===== src/rtl/inst_fetch.sv =====
// inst_fetch: IF stage with a direct-mapped one-word I-cache and a byte-serial miss refill.
// Define ICACHE_EN to build the cache arrays; without it every fetch takes the refill path.
module inst_fetch #(
    parameter int ICACHE_LINES = 128,
    parameter int IDX_W = 7
) (
    input  logic        clk_in,
    input  logic        rst_in,
    input  logic        rdy_in,
    input  logic [31:0] pc_in,
    input  logic        pre_to_take_in,
    input  logic [5:0]  stall,
    input  logic        incorrect,
    input  logic        mem_grant,
    input  logic [7:0]  mem_din,
    output logic        mem_req,
    output logic [31:0] mem_addr,
    output logic        stallreq,
    output logic [31:0] inst_out,
    output logic [31:0] pc_out,
    output logic        pre_to_take_out
);
    typedef enum logic [2:0] {IDLE, WAIT, B0, B1, B2, B3, B4} state_t;
    state_t state;
    logic [31:0] fetch_pc;
    logic [7:0] b0, b1, b2;
    logic hit;
    logic [31:0] hit_data;
    logic [31:0] fill;
    logic unused_stall;
    assign fill = {mem_din, b2, b1, b0};
    assign unused_stall = ^{stall[5:2], stall[0]};
    // The B3 cycle delivers the word directly, so the PC stage may advance then.
    assign stallreq = !hit && !(state == B3 && fetch_pc == pc_in);
`ifdef ICACHE_EN
    localparam int TAG_W = 16 - IDX_W;
    logic [ICACHE_LINES-1:0] valid;
    logic [TAG_W-1:0] tags [ICACHE_LINES];
    logic [31:0] lines [ICACHE_LINES];
    logic [IDX_W-1:0] idx, fill_idx;
    logic wr;
    assign idx = pc_in[IDX_W+1:2];
    assign fill_idx = fetch_pc[IDX_W+1:2];
    assign hit = valid[idx] && tags[idx] == pc_in[17:IDX_W+2];
    assign hit_data = lines[idx];
    assign wr = rdy_in && !incorrect && state == B3;
    always_ff @(posedge clk_in)
        if (rst_in) valid <= '0;
        else if (wr) valid[fill_idx] <= 1'b1;
    always_ff @(posedge clk_in)
        if (wr) begin
            tags[fill_idx] <= fetch_pc[17:IDX_W+2];
            lines[fill_idx] <= fill;
        end
`else
    logic unused_cfg;
    assign hit = 1'b0;
    assign hit_data = '0;
    assign unused_cfg = (ICACHE_LINES != 0) ^ (IDX_W != 0);
`endif
    always_ff @(posedge clk_in) begin
        if (rst_in) begin
            state <= IDLE;
            fetch_pc <= '0;
            b0 <= '0;
            b1 <= '0;
            b2 <= '0;
            mem_req <= 1'b0;
            mem_addr <= '0;
            inst_out <= '0;
            pc_out <= '0;
            pre_to_take_out <= 1'b0;
        end else if (rdy_in) begin
            if (incorrect) begin
                state <= IDLE;
                mem_req <= 1'b0;
                inst_out <= '0;
                pc_out <= '0;
                pre_to_take_out <= 1'b0;
            end else begin
                case (state)
                    IDLE: if (!hit) begin
                        fetch_pc <= pc_in;
                        mem_req <= 1'b1;
                        state <= WAIT;
                    end
                    WAIT: if (mem_grant) begin
                        mem_addr <= fetch_pc;
                        state <= B0;
                    end
                    B0: begin
                        b0 <= mem_din;
                        mem_addr <= fetch_pc + 32'd1;
                        state <= B1;
                    end
                    B1: begin
                        b1 <= mem_din;
                        mem_addr <= fetch_pc + 32'd2;
                        state <= B2;
                    end
                    B2: begin
                        b2 <= mem_din;
                        mem_addr <= fetch_pc + 32'd3;
                        state <= B3;
                    end
                    B3: begin
                        mem_req <= 1'b0;
                        state <= B4;
                        if (!stall[1]) begin
                            inst_out <= fill;
                            pc_out <= fetch_pc;
                            pre_to_take_out <= pre_to_take_in;
                        end
                    end
                    default: state <= IDLE;
                endcase
                if (hit && !stall[1]) begin
                    inst_out <= hit_data;
                    pc_out <= pc_in;
                    pre_to_take_out <= pre_to_take_in;
                end
            end
        end
    end
endmodule


===== config.mk =====
export PLATFORM = sky130hd
export DESIGN_NAME = inst_fetch
export DESIGN_NICKNAME = d
export VERILOG_FILES = /design/src/rtl/inst_fetch.sv
export SDC_FILE = /design/constraint.sdc
export NUM_CORES = 1
export LEC_CHECK = 0
export CORE_ASPECT_RATIO = 0.6
export CORE_MARGIN = 2
export CORE_UTILIZATION = 51
export CTS_CLUSTER_DIAMETER = 100
export DETAILED_ROUTE_END_ITERATION = 16
export PLACE_DENSITY = 0.8
export SYNTH_ARGS = -nofsm -noshare
export SYNTH_HDL_FRONTEND = slang
export SYNTH_SLANG_ARGS = --single-unit

===== constraint.sdc =====
create_clock -name clk_in -period 3.9 [get_ports clk_in]
set_input_delay 0.78 -clock clk_in [delete_from_list [all_inputs] [get_ports clk_in]]
set_output_delay 0.78 -clock clk_in [all_outputs]
set_load 0.05 [all_outputs]

-- Word level (Yosys, flattened, before mapping)
Cells that the tools add are included.
- register bits: 157
- bits in latches: 0
- bits in writable memories: 0
- bits in read-only memories: 0
- output and inout bits: 99
- word-level logic and storage cells: 53
- memories kept: 0
- $add $sub $neg: 3
- multipliers: 0
- div/mod/pow operators: 0
- $lt $le $gt $ge: 0
- equality and inequality tests: 9
- shift-type cells: 0
- muxes and demuxes: 16
- bitwise logic cells: 1
- reductions and logical operators: 14
- operators by type and width (operator ; number):
    two-way mux 32 bit ; 7
    case mux 32 bit (4 select lines) ; 1
    adder 32 x 2 -> 32 bit, second input constant ; 2
    adder 32 x 1 -> 32 bit, second input constant ; 1
    equality test 32 bit ; 1
    case mux 3 bit (6 select lines) ; 1
    AND reduction 3 bit ; 5
    equality test 3 x 2 -> 1 bit, second input constant ; 2
    equality test 3 bit, second input constant ; 2
    two-way mux 3 bit ; 2
    two-way mux 1 bit ; 4
    AND reduction 2 bit ; 2
    AND reduction 4 bit ; 1
    nonzero test 4 bit ; 1
    equality test 3 x 1 -> 1 bit, second input constant ; 1
    zero test 3 bit ; 1
    != test 3 bit, second input constant ; 1
    nonzero test 3 bit ; 1
    != test 2 x 1 -> 1 bit, second input constant ; 1
    != test 2 bit, second input constant ; 1
    case mux 1 bit (2 select lines) ; 1
    nonzero test 2 bit ; 1
    logical AND 1 bit ; 1
    zero test 1 bit ; 1
    NOT 1 bit ; 1

-- Longest topological paths before layout
- depth after elaboration: 3
- mapped depth: 10
- gate-level depth less buffers: 8

-- Least setup slack after synthesis
No wires, ideal clock.
- path kind: reg2reg
- from: register state[0]
- to: register mem_addr[26]
- setup time: 0.088 ns
- arrival time: 2.640 ns
- required time: 3.812 ns
- setup slack: 1.171 ns
- cell stages (with the launch flop): 11
- buffers on the path: 2
- cells stage by stage: dfxtp_1 buf_2 nor3b_1 clkbuf_1 xnor2_1 ha_1 nand2b_1 a21oi_4 o21ai_2 or4_1 a311oi_2
- word-level cells in the longest chain between the ends: 3
- elaborated cells on any way between the ends: 8
- ends and longest elaborated chain (what ; line ; source):
    start: declaration ; 24 ; state_t state;
    start signal: assignment ; 63 ; state <= IDLE;
    start signal: assignment ; 75 ; state <= IDLE;
    start signal: assignment ; 85 ; state <= WAIT;
    equality test 3 x 1 -> 1 bit, or another cell as far along ; 81 ; case (state)
    nonzero test 4 bit (no line) / != test 2 bit (equally long branches) ; - ;
    AND reduction 4 bit (no line) ; - ;
    end signal: assignment ; 88 ; mem_addr <= fetch_pc;
    end signal: assignment ; 93 ; mem_addr <= fetch_pc + 32'd1;
    end signal: assignment ; 98 ; mem_addr <= fetch_pc + 32'd2;
    end: declaration ; 17 ; output logic [31:0] mem_addr,
Parallel ways exist; a longest one is shown, timed or not.
A chain may end at the register's enable or synchronous reset.

-- Worst setup path in the final report
- from: input port pc_in[8]
- to: output port stallreq
- word-level cells in the longest chain between the ends: 3
- ends and longest elaborated chain (what ; line ; source):
    start: declaration ; 10 ; input logic [31:0] pc_in,
    equality test 32 bit ; 34 ; assign stallreq = !hit && !(state == B3 && fetch_pc == pc_in);
    logical AND 1 bit ; 34 ;
    zero test 1 bit ; 34 ;
    end: declaration ; 18 ; output logic stallreq,
No other way between the ends.

==> qor.csv <==
stage,metric,value,unit
critical_path,r2r_start,state[2]$_SDFFE_PP0P_,
critical_path,max_stage_delay,0.72,ns
logic_synthesis,ys_seq_area_share,43.5,%
clock_network,postCtsResizedCells,0,
timing,hold_violations,0,
logic_synthesis,syn_area_per_cell,8.10,µm²
clock_network,post_cts_buffers,0,
floorplan,rows,33,
pwr,power.density,406,mW/mm²
grt,overflow,0,
timing,skew,0.0125,ns
logic_synthesis,synth_warnings,0,
cells_and_area,fin_util,67.8,%
outcome,status,"finished, final reports clean",
cells_and_area,nets,1036,
clock_network,hold_buffers,0,
cells_and_area,seq_area,0.00314,mm²
critical_path,path_max_fanout,2,
critical_path,startpoint,pc_in[8],
logic_synthesis,ys_async_sr_fraction,0,%
drt,wire_per_inst,17.9,µm
grt,grt_max_degree,99,
placement,dp_hpwl,14200,µm
timing,setup_tns,0,ns
logic_synthesis,yosys.area.top_type,dfxtp_1,
clock_network,clkTransAtPathRegs,0.07,ns
cells_and_area,drive_gt1_share,6.63,%
clock_network,cts_tree,yes,
logic_synthesis,syn-cell-area,0.00722,mm²
drt,vias,6886,
placement,port_buffers,145,
critical_path,critPathTopFamily,buffers and inverters,
timing,setup_ws,0.216,ns
flow_run,drv_cap,0,
cells_and_area,synthToLayoutAreaGrowth,29.1,%
critical_path,rr_worst_depth,8,
hold_path,min_path_type,flip-flop to flip-flop,
clock_network,cts_sinks,157,
pwr,p_leak,3.01,nW
logic_synthesis,synth_area_leaders,"dfxtp_1, nand2_1, a21oi_1",
drt,vias_per_cell,5.80,
drt,drc,0,
critical_path,r2r_slack,0.87,ns
logic_synthesis,ys.flop_type,dfxtp_1,
critical_path,path_cells,clkdlybuf4s50_1 > xnor2_1 > nand4_1 > nor3_1 > nand4_1 > clkdlybuf4s50_1,
pwr,peakVddDrop,0.274,mV
drt,postRouteAntennaNets,0,
cells_and_area,n_antenna_cell,0,
timing,fmax,271,MHz
logic_synthesis,netlist_top_cells_count,"dfxtp_1, nand2_1, a21oi_1, clkbuf_1, nand3_1",
drt,drtPass1Iterations,5,
drt,drt_wl_total,21300,µm
critical_path,path_buf_inv,2,
cells_and_area,multiInputGateArea,0.00373,mm²
floorplan,die_x,158,µm
critical_path,cp-endpoint,stallreq,
drt,drt_iter0_drc,660,
logic_synthesis,syn-num-nets,946,
clock_network,cts_buffers,17,
grt,grtUsageTotal,28.3,%
timing,timing.final.crit_share,94.5,%
timing,rsz0062_at_grt,no,
timing,finalMaxSlewViolations,0,
critical_path,cp_slowest_cell,clkdlybuf4s50_1,
logic_synthesis,synth_edf_count,0,
logic_synthesis,synthCells,892,
floorplan,io_pins,151,
grt,grt_pass1_vias,6262,
logic_synthesis,yosys.area.top_type_share,43.5,%
floorplan,dieHeight,96.2,µm
logic_synthesis,yosysUniqueCellTypes,60,
floorplan,die_area,0.0152,mm²
placement,place_ws,0.244,ns
critical_path,cp.depth,6,
critical_path,cp-start-kind,primary input,
cells_and_area,postLayoutCellArea,0.00933,mm²
pwr,p_total,3.79,mW
critical_path,arrival,2.90,ns
clock_network,clkLatencyLatePin,0.43,ns
clock_network,clk_path_buf_depth,2,
critical_path,endpoint_kind,output pin,
cells_and_area,n_fill_cell,1155,
floorplan,core_area,0.0137,mm²
critical_path,rr_endpoint,mem_addr[26]$_SDFFE_PP0P_,
floorplan,initial_core_util,52.5,%
critical_path,path_class,primary input to output pin,
grt,grt_pass1_wl,33200,µm
placement,post_dp_cell_area,0.00872,mm²
critical_path,worstPathRequired,3.12,ns
clock_network,htree_levels,4,
timing,setup_viol,0,
timing,slew_headroom,32.6,%
grt,antenna_found_initial,0,
logic_synthesis,ys_ff_latch,157,
clock_network,root_buffer,clkbuf_16,
timing,min_period,3.68,ns
placement,gp_congestion,0.866,
timing,worst_slew_pin_slew,1.01,ns
-- registers in the layout, summed over array words and instances, names as in the netlist --
signal / count
fetch_pc: 32
inst_out: 32
mem_addr: 32
pc_out: 32
b0: 8
b1: 8
b2: 8
state: 3
mem_req: 1
pre_to_take_out: 1
-- layer usage --
metal / vias up / share of wire [%] / track usage [%]
met3: 27 / 9.6 / 7.97
met1: 3243 / 47 / 41.5
met5: - / 0 / 0
met2: 312 / 42 / 40.3
li1: 3304 / - / -
met4: 0 / 1.2 / 7.88
-- report_power, final --
| group | leakage (nW) | total, mW | switching [mW] | internal [mW] |
|---|---|---|---|---|
| sequential | 1.27 | 1.69 | 0.0511 | 1.63 |
| combinational | 1.45 | 0.371 | 0.230 | 0.141 |
| clock | 0.283 | 1.73 | 0.702 | 1.03 |
| total | 3.01 | 3.79 | 0.983 | 2.81 |
-- how the worst min path moves through the flow --
stage,startpoint,endpoint,cells past startpoint
after floorplan,b2[0]$_SDFFE_PP0P_,b2[0]$_SDFFE_PP0P_,2
after global placement,pre_to_take_out$_SDFFE_PP0P_,pre_to_take_out$_SDFFE_PP0P_,2
after detailed placement,inst_out[15]$_SDFFE_PP0P_,inst_out[15]$_SDFFE_PP0P_,2
after CTS,inst_out[19]$_SDFFE_PP0P_,inst_out[19]$_SDFFE_PP0P_,2
after global routing,pc_out[23]$_SDFFE_PP0P_,pc_out[23]$_SDFFE_PP0P_,2
final,pc_out[23]$_SDFFE_PP0P_,pc_out[23]$_SDFFE_PP0P_,2
-- metrics by stage --
| step | std cells | hold WS, ns |
|---|---|---|
| floorplan | 892 | 0.436 |
| global placement | 1155 | 0.437 |
| detailed placement | 1155 | 0.444 |
| CTS | 1187 | 0.453 |
| global route | 1187 | 0.467 |
| finish | 1187 | 0.450 |
-- kinds of logic after synthesis --
group | synth area share [%]
xor+xnor | 5.21
flops | 43.5
compound gates | 16.5
mux | 2.36
simple gates | 26.6
buf+inv | 5.30
fa+ha+maj | 0.485
-- worst register-to-register path, stage by stage, from the launching register on --
cell,delay [ns]
dfxtp_1,0.69
nor3b_1,0.37
xnor2_1,0.16
ha_1,0.20
nor2_1,0.09
nor3_4,0.43
o21ai_2,0.20
or4_1,0.55
a311oi_2,0.25
-- cell type report --
cell class | instances | area share, %
well taps | 192 | 2.58
multi-input cells | 638 | 40.0
repair buffers | 158 | 16.9
flip-flops and latches | 157 | 33.7
inverters | 10 | 0.403
clock inverters | 12 | 1.72
clock buffers | 20 | 4.79
-- placed cells by master (no fill, tap or decap), drive strengths merged, types with 5 or more instances in the layout --
cell type | synthesis | layout
nand3b | 38 | 38
a21oi | 112 | 112
o31ai | 7 | 7
o21ai | 10 | 10
nand2 | 157 | 157
clkdlybuf4s50 | 0 | 144
nor3 | 15 | 15
inv | 10 | 12
xor2 | 11 | 11
dfxtp | 157 | 157
a211oi | 16 | 16
o2111ai | 6 | 6
xnor2 | 32 | 32
or3 | 6 | 6
nor4 | 9 | 9
a311oi | 11 | 11
nand3 | 59 | 59
nand2b | 5 | 5
buf | 22 | 14
nand4 | 16 | 16
mux2i | 17 | 17
clkbuf | 65 | 20
nor2 | 55 | 55
(Power assumes the default switching activity.)
